## src/rtl/stream_reader_pkg.sv

```systemverilog
// Shared types and constants for the Wishbone SRAM stream reader.
package stream_reader_pkg;

    typedef enum logic [1:0] {
        StIdle,
        StIssue,
        StWaitSpace,
        StDrain
    } state_e;

    localparam logic [3:0]  WB_SEL_ALL = 4'hF;
    localparam logic [31:0] WORD_BYTES = 32'd4;

endpackage

```

## src/rtl/wb_sram_stream_reader_if.sv

```systemverilog
// Wishbone classic read-master bundle between the stream reader and the SRAM slave.
interface wb_sram_stream_reader_if;

    logic        wbm_cyc_o;
    logic        wbm_stb_o;
    logic        wbm_we_o;
    logic [3:0]  wbm_sel_o;
    logic [31:0] wbm_adr_o;
    logic [31:0] wbm_dat_i;
    logic        wbm_ack_i;

    modport master (
        output wbm_cyc_o,
        output wbm_stb_o,
        output wbm_we_o,
        output wbm_sel_o,
        output wbm_adr_o,
        input  wbm_dat_i,
        input  wbm_ack_i
    );

    modport slave (
        input  wbm_cyc_o,
        input  wbm_stb_o,
        input  wbm_we_o,
        input  wbm_sel_o,
        input  wbm_adr_o,
        output wbm_dat_i,
        output wbm_ack_i
    );

endinterface

```

## src/rtl/stream_fifo.sv

```systemverilog
// Synchronous first-word-fall-through FIFO with single-cycle flush.
module stream_fifo #(
    parameter int unsigned WIDTH = 32,
    parameter int unsigned DEPTH = 8
) (
    input  logic                   clk,
    input  logic                   rst,
    input  logic                   push,
    input  logic                   pop,
    input  logic                   flush,
    input  logic [WIDTH-1:0]       wdata,
    output logic [WIDTH-1:0]       rdata,
    output logic [$clog2(DEPTH):0] level,
    output logic                   empty,
    output logic                   full
);

    localparam int unsigned AW = $clog2(DEPTH);
    localparam int unsigned LW = AW + 1;
    localparam logic [LW-1:0] FullLevel = LW'(DEPTH);

    logic [WIDTH-1:0] mem [DEPTH];
    logic [AW-1:0]    wr_ptr_q;
    logic [AW-1:0]    rd_ptr_q;
    logic [LW-1:0]    level_q;
    logic             do_push;
    logic             do_pop;

    assign empty   = (level_q == '0);
    assign full    = (level_q == FullLevel);
    assign do_pop  = pop && !empty;
    // A pop in the same cycle frees the slot a full-FIFO push needs.
    assign do_push = push && (!full || pop);

    always_ff @(posedge clk or posedge rst) begin
        if (rst) begin
            wr_ptr_q <= '0;
            rd_ptr_q <= '0;
            level_q  <= '0;
        end else if (flush) begin
            wr_ptr_q <= '0;
            rd_ptr_q <= '0;
            level_q  <= '0;
        end else begin
            if (do_push) wr_ptr_q <= wr_ptr_q + 1'b1;
            if (do_pop)  rd_ptr_q <= rd_ptr_q + 1'b1;
            case ({do_push, do_pop})
                2'b10:   level_q <= level_q + 1'b1;
                2'b01:   level_q <= level_q - 1'b1;
                default: level_q <= level_q;
            endcase
        end
    end

    always_ff @(posedge clk) begin
        if (do_push && !flush) mem[wr_ptr_q] <= wdata;
    end

    assign rdata = mem[rd_ptr_q];
    assign level = level_q;

endmodule

```

## src/rtl/wb_sram_stream_reader.sv

```systemverilog
// Wishbone read master streaming a block of SRAM words through a FIFO.
// Optional `STREAM_READER_WRAP_EN: circular re-read of the block until aborted.
module wb_sram_stream_reader
    import stream_reader_pkg::*;
#(
    parameter int unsigned FIFO_DEPTH = 8,
    parameter int unsigned LEN_WIDTH  = 16
) (
    input  logic                        wb_clk_i,
    input  logic                        wb_rst_i,
    input  logic                        start_i,
    input  logic [31:0]                 base_addr_i,
    input  logic [LEN_WIDTH-1:0]        len_i,
    input  logic                        abort_i,
    output logic                        busy_o,
    output logic                        done_o,
    wb_sram_stream_reader_if.master     wbm,
    output logic [31:0]                 m_data_o,
    output logic                        m_valid_o,
    input  logic                        m_ready_i,
    output logic [$clog2(FIFO_DEPTH):0] fifo_level_o
);

    localparam logic [LEN_WIDTH-1:0] LenOne = LEN_WIDTH'(1);

    state_e               state_q, state_d;
    logic [31:0]          addr_q, addr_d;
    logic [LEN_WIDTH-1:0] remaining_q, remaining_d;
    logic                 busy_q, busy_d;
    logic                 done_q, done_d;
    logic                 stb_q, stb_d;
    logic                 fifo_push;
    logic                 fifo_pop;
    logic                 fifo_flush;
    logic                 fifo_full;
    logic                 fifo_empty;
    logic                 unused_addr_bits;

`ifdef STREAM_READER_WRAP_EN
    logic [31:0]          base_q, base_d;
    logic [LEN_WIDTH-1:0] len_q, len_d;
`endif

    assign unused_addr_bits = ^base_addr_i[1:0];

    always_comb begin
        state_d     = state_q;
        addr_d      = addr_q;
        remaining_d = remaining_q;
        busy_d      = busy_q;
        done_d      = 1'b0;
        stb_d       = stb_q;
        fifo_push   = 1'b0;
        fifo_flush  = 1'b0;
`ifdef STREAM_READER_WRAP_EN
        base_d      = base_q;
        len_d       = len_q;
`endif
        unique case (state_q)
            StIdle: begin
                if (start_i) begin
                    addr_d      = {base_addr_i[31:2], 2'b00};
                    remaining_d = len_i;
`ifdef STREAM_READER_WRAP_EN
                    base_d      = {base_addr_i[31:2], 2'b00};
                    len_d       = len_i;
`endif
                    if (len_i == '0) begin
                        done_d = 1'b1;
                    end else begin
                        busy_d = 1'b1;
                        if (!fifo_full) begin
                            state_d = StIssue;
                            stb_d   = 1'b1;
                        end else begin
                            state_d = StWaitSpace;
                        end
                    end
                end
            end
            StIssue: begin
                if (abort_i) begin
                    if (wbm.wbm_ack_i) begin
                        stb_d      = 1'b0;
                        busy_d     = 1'b0;
                        fifo_flush = 1'b1;
                        state_d    = StIdle;
                    end else begin
                        state_d = StDrain;
                    end
                end else if (wbm.wbm_ack_i) begin
                    // Strobe must drop here: the slave re-acks a held strobe.
                    fifo_push   = 1'b1;
                    stb_d       = 1'b0;
                    addr_d      = addr_q + WORD_BYTES;
                    remaining_d = remaining_q - LenOne;
                    if (remaining_q == LenOne) begin
                        done_d = 1'b1;
`ifdef STREAM_READER_WRAP_EN
                        addr_d      = base_q;
                        remaining_d = len_q;
                        state_d     = StWaitSpace;
`else
                        busy_d  = 1'b0;
                        state_d = StIdle;
`endif
                    end else begin
                        state_d = StWaitSpace;
                    end
                end
            end
            StWaitSpace: begin
                if (abort_i) begin
                    busy_d     = 1'b0;
                    fifo_flush = 1'b1;
                    state_d    = StIdle;
                end else if (!fifo_full) begin
                    stb_d   = 1'b1;
                    state_d = StIssue;
                end
            end
            StDrain: begin
                if (wbm.wbm_ack_i) begin
                    stb_d      = 1'b0;
                    busy_d     = 1'b0;
                    fifo_flush = 1'b1;
                    state_d    = StIdle;
                end
            end
            default: state_d = StIdle;
        endcase
    end

    always_ff @(posedge wb_clk_i or posedge wb_rst_i) begin
        if (wb_rst_i) begin
            state_q     <= StIdle;
            addr_q      <= '0;
            remaining_q <= '0;
            busy_q      <= 1'b0;
            done_q      <= 1'b0;
            stb_q       <= 1'b0;
        end else begin
            state_q     <= state_d;
            addr_q      <= addr_d;
            remaining_q <= remaining_d;
            busy_q      <= busy_d;
            done_q      <= done_d;
            stb_q       <= stb_d;
        end
    end

`ifdef STREAM_READER_WRAP_EN
    always_ff @(posedge wb_clk_i or posedge wb_rst_i) begin
        if (wb_rst_i) begin
            base_q <= '0;
            len_q  <= '0;
        end else begin
            base_q <= base_d;
            len_q  <= len_d;
        end
    end
`endif

    assign fifo_pop = m_valid_o && m_ready_i;

    stream_fifo #(
        .WIDTH (32),
        .DEPTH (FIFO_DEPTH)
    ) u_fifo (
        .clk   (wb_clk_i),
        .rst   (wb_rst_i),
        .push  (fifo_push),
        .pop   (fifo_pop),
        .flush (fifo_flush),
        .wdata (wbm.wbm_dat_i),
        .rdata (m_data_o),
        .level (fifo_level_o),
        .empty (fifo_empty),
        .full  (fifo_full)
    );

    assign m_valid_o     = !fifo_empty;
    assign busy_o        = busy_q;
    assign done_o        = done_q;
    assign wbm.wbm_cyc_o = stb_q;
    assign wbm.wbm_stb_o = stb_q;
    assign wbm.wbm_we_o  = 1'b0;
    assign wbm.wbm_sel_o = WB_SEL_ALL;
    assign wbm.wbm_adr_o = addr_q;

endmodule

```

## src/flat_wrapper.sv

```systemverilog
// flat-port wrapper written by rule: the top's interface ports become plain ports
module wb_sram_stream_reader_flat import stream_reader_pkg::*;
#(
    parameter int unsigned FIFO_DEPTH = 8,
    parameter int unsigned LEN_WIDTH  = 16
)
  (wb_clk_i, wb_rst_i, start_i, base_addr_i, len_i, abort_i, busy_o, done_o, m_data_o, m_valid_o, m_ready_i, fifo_level_o, wbm_wbm_cyc_o, wbm_wbm_stb_o, wbm_wbm_we_o, wbm_wbm_sel_o, wbm_wbm_adr_o, wbm_wbm_dat_i, wbm_wbm_ack_i);
  wb_sram_stream_reader_if wbm_i ();
  input  logic wb_clk_i;
  input  logic wb_rst_i;
  input  logic start_i;
  input  logic [31:0] base_addr_i;
  input  logic [LEN_WIDTH-1:0] len_i;
  input  logic abort_i;
  output logic busy_o;
  output logic done_o;
  output logic [31:0] m_data_o;
  output logic m_valid_o;
  input  logic m_ready_i;
  output logic [$clog2(FIFO_DEPTH):0] fifo_level_o;
  output wire logic [$bits(wbm_i.wbm_cyc_o)-1:0] wbm_wbm_cyc_o;
  output wire logic [$bits(wbm_i.wbm_stb_o)-1:0] wbm_wbm_stb_o;
  output wire logic [$bits(wbm_i.wbm_we_o)-1:0] wbm_wbm_we_o;
  output wire logic [$bits(wbm_i.wbm_sel_o)-1:0] wbm_wbm_sel_o;
  output wire logic [$bits(wbm_i.wbm_adr_o)-1:0] wbm_wbm_adr_o;
  input wire logic [$bits(wbm_i.wbm_dat_i)-1:0] wbm_wbm_dat_i;
  input wire logic [$bits(wbm_i.wbm_ack_i)-1:0] wbm_wbm_ack_i;
  assign wbm_wbm_cyc_o = wbm_i.wbm_cyc_o;
  assign wbm_wbm_stb_o = wbm_i.wbm_stb_o;
  assign wbm_wbm_we_o = wbm_i.wbm_we_o;
  assign wbm_wbm_sel_o = wbm_i.wbm_sel_o;
  assign wbm_wbm_adr_o = wbm_i.wbm_adr_o;
  assign wbm_i.wbm_dat_i = wbm_wbm_dat_i;
  assign wbm_i.wbm_ack_i = wbm_wbm_ack_i;
  wb_sram_stream_reader #(.FIFO_DEPTH(FIFO_DEPTH), .LEN_WIDTH(LEN_WIDTH)) u_core (.wb_clk_i(wb_clk_i), .wb_rst_i(wb_rst_i), .start_i(start_i), .base_addr_i(base_addr_i), .len_i(len_i), .abort_i(abort_i), .busy_o(busy_o), .done_o(done_o), .wbm(wbm_i), .m_data_o(m_data_o), .m_valid_o(m_valid_o), .m_ready_i(m_ready_i), .fifo_level_o(fifo_level_o));
endmodule
```

## config.mk

```make
export PLATFORM = sky130hd
export DESIGN_NAME = wb_sram_stream_reader_flat
export DESIGN_NICKNAME = d
export VERILOG_FILES = /design/src/rtl/stream_reader_pkg.sv /design/src/rtl/wb_sram_stream_reader_if.sv /design/src/rtl/stream_fifo.sv /design/src/rtl/wb_sram_stream_reader.sv /design/src/flat_wrapper.sv
export SDC_FILE = /design/constraint.sdc
export NUM_CORES = 1
export LEC_CHECK = 0
export CORE_MARGIN = 10
export CORE_UTILIZATION = 28
export DETAILED_ROUTE_END_ITERATION = 8
export PLACE_DENSITY = 0.57
export SYNTH_ARGS = -nofsm -noshare
export SYNTH_HDL_FRONTEND = slang
export SYNTH_HIERARCHICAL = 1
export SYNTH_SLANG_ARGS = --single-unit
```

## constraint.sdc

```tcl
create_clock -name wb_clk_i -period 7.15 [get_ports wb_clk_i]
set_input_delay 1.7875 -clock wb_clk_i [delete_from_list [all_inputs] [get_ports wb_clk_i]]
set_output_delay 1.7875 -clock wb_clk_i [all_outputs]
set_load 0.02 [all_outputs]
```

==> qor.csv <==
metric,value,unit
grt_start_max_net_pins,68,
drc,0,
worstPathArrival,3.25,ns
syn_avg_cell_area,15.9,µm²
synth.cell_area,13600,µm²
endpoint_kind,output pin,
vias,8244,
tightest_slew,1.04,ns
antenna_cells,0,
portBuffers,154,
area_growth,25.4,%
viasPerCell,4.96,
timing.final.crit_share,70.4,%
globalRoute.totalOverflow,0,
final_nets,1114,
status,completed,
max_stage_delay,0.72,ns
clock_skew,0.0235,ns
track_usage,11.9,%
cap_violations,0,
routed_wl,34200,µm
critPathKind,flop to output pin,
synth_seq_area_share,67.8,%
cts_resized,0,
cts_max_level,2,
grt_setup_unrepaired,no,
wl_met3,2950,µm
dr.pass1.iters,5,
start_util,28.4,%
drt-met1-wl,14800,µm
cp.depth,4,
finalCriticalPeriod,5.03,ns
relSlewSlack,30.6,%
peakVddDrop,214,µV
synth_cell_types,71,
synthArstFlopShare,19.2,%
cp.required,5.36,ns
powerDensity,317,nW/µm²
cp-start-kind,flop,
cts_max_path_buffers,3,
synth-seq-cells,317,
setup_viol,0,
final_cell_mix,"edfxtp_1, clkdlybuf4s50_1, mux4_2",
ant_nets,0,
drv_slew,0,
met2_wirelength,15800,µm
io_pins,164,
finalHoldViolations,0,
antenna_found_initial,4,
grt_pass1_vias,8661,
root_buffer,clkbuf_16,
clk_latency,0.55,ns
cts_tree,yes,
die_y,240,µm
yosys_warnings,6,
synth_edf_count,256,
numCtsBuffers,37,
clock-sinks,317,
core.rowCount,80,
reg2regPathDepth,7,
path_cells,buf_4 > mux4_2 > mux2_2 > clkdlybuf4s50_1,
gp_congestion,0.830,
fmax,199,MHz
drive_gt1_share,19.0,%
hp-class,flop to flop,
fillers,4573,
setup_tns,0,ns
syn_inst,856,
synth_flop_cell,edfxtp_1,
hold_depth,1,
core,47800,µm²
path_clk_slew,0.06,ns
holdWs,0.505,ns
die_x,240,µm
drt_iter0_markers,655,
die-area,57700,µm²
path_delay_family,buffers and inverters,
worst-path-buf-inv,2,
dp_hpwl,21000,µm
grt_pass1_wl,52500,µm
top_layer_used,met5,
wl_per_cell,20.6,µm
postCtsHoldBufs,0,
final_common_cell,edfxtp_1,
power.leakage,5.48,nW
post_cts_buffers,0,
slowest_stage,dfrtp_4,
cp_max_fo,24,
registers in the layout, indices dropped and copies added, names as in the netlist:
name / cells
u_core/busy_o: 1
u_core/done_o: 1
u_core/remaining_q: 16
u_core/state_q: 2
u_core/u_fifo/level: 4
u_core/u_fifo/mem: 256
u_core/u_fifo/rd_ptr_q: 3
u_core/u_fifo/wr_ptr_q: 3
u_core/wbm.wbm_adr_o: 30
u_core/wbm.wbm_cyc_o: 1
metrics by stage:
step	power [W]	setup slack [ns]	util [%]	instances	cell area [µm²]
6_report	0.00541	2.12	35.6	1663	17000
3_5_place_dp	0.00363	1.80	33.2	1597	15900
2_1_floorplan	0.00311	0.726	-	861	13600
4_1_cts	0.00547	1.98	35.6	1663	17000
5_1_grt	0.00570	1.85	35.6	1663	17000
3_3_place_gp	0.00362	1.83	33.2	1597	15900
kinds of logic (layout without fill, tap and decap cells):
| family | after synthesis | in the layout | share of synthesized area (%) |
|---|---|---|---|
| xor+xnor | 8 | 8 | 0.516 |
| mux | 99 | 99 | 13.5 |
| other cells | 2 | 7 | 0.0553 |
| buf+inv | 61 | 248 | 2.06 |
| simple gates | 208 | 208 | 7.95 |
| compound gates | 154 | 154 | 7.41 |
| fa+ha+maj | 7 | 7 | 0.645 |
| flops | 317 | 317 | 67.8 |
routing by layer:
| layer | vias up | track usage (%) |
|---|---|---|
| met5 | - | 0 |
| met3 | 49 | 4.53 |
| met2 | 271 | 18.8 |
| met1 | 4178 | 15.0 |
| met4 | 8 | 3.22 |
| li1 | 3738 | - |
area by class of cell:
type / count / area [µm²] / share of cell area (%)
multi-input combinational: 483 / 4160 / 24.4
inverter: 10 / 37.5 / 0.220
timing repair buffer: 172 / 1680 / 9.84
sequential: 317 / 9220 / 54.1
clock buffer: 47 / 963 / 5.66
clock inverter: 19 / 205 / 1.20
tap: 615 / 769 / 4.52
path summary, 6_finish.rpt:
check | from | endpoint | slack [ns]
worst max register to register | u_core/state_q[0] | u_core/u_fifo/mem[3][5] | 3.10
worst max-delay path | u_core/u_fifo/rd_ptr_q[0] | m_data_o[6] | 2.12
max in group asynchronous | wb_rst_i | u_core/wbm.wbm_adr_o[11] | 4.88
worst min register to register | u_core/busy_o | u_core/busy_o | 0.51
min in group asynchronous | wb_rst_i | u_core/u_fifo/rd_ptr_q[0] | 1.59
worst min-delay path | u_core/busy_o | u_core/busy_o | 0.51
worst register-to-register path, cell delays in order (launching register included):
cell	delay, ns
dfrtp_1	0.60
nor2b_4	0.22
buf_4	0.52
nand2_1	0.40
inv_2	0.41
o211ai_1	0.40
nor2_4	0.78
buf_4	0.40
where the power goes:
part,switching (W),internal [W]
Clock,0.000759,0.00104
Combinational,0.000700,0.000508
Sequential,0.000227,0.00217
cell usage after synthesis, types with 8 or more instances:
library cell	number	area [µm²]
dfrtp_1	61	1530
buf_2	11	55.1
o21ai_0	35	175
nor2_1	49	184
a21oi_1	48	240
mux2_2	32	360
nand2_1	46	173
edfxtp_1	256	7690
inv_1	8	30.0
mux4_2	64	1440
nor4_1	11	68.8
nor3_1	23	115
buf_4	8	60.1
o22ai_1	12	75.1
or3_1	8	50.1
nand3_1	22	110
clkbuf_1	26	97.6
a211oi_1	8	60.1
Power figures use the tool's default switching activity.
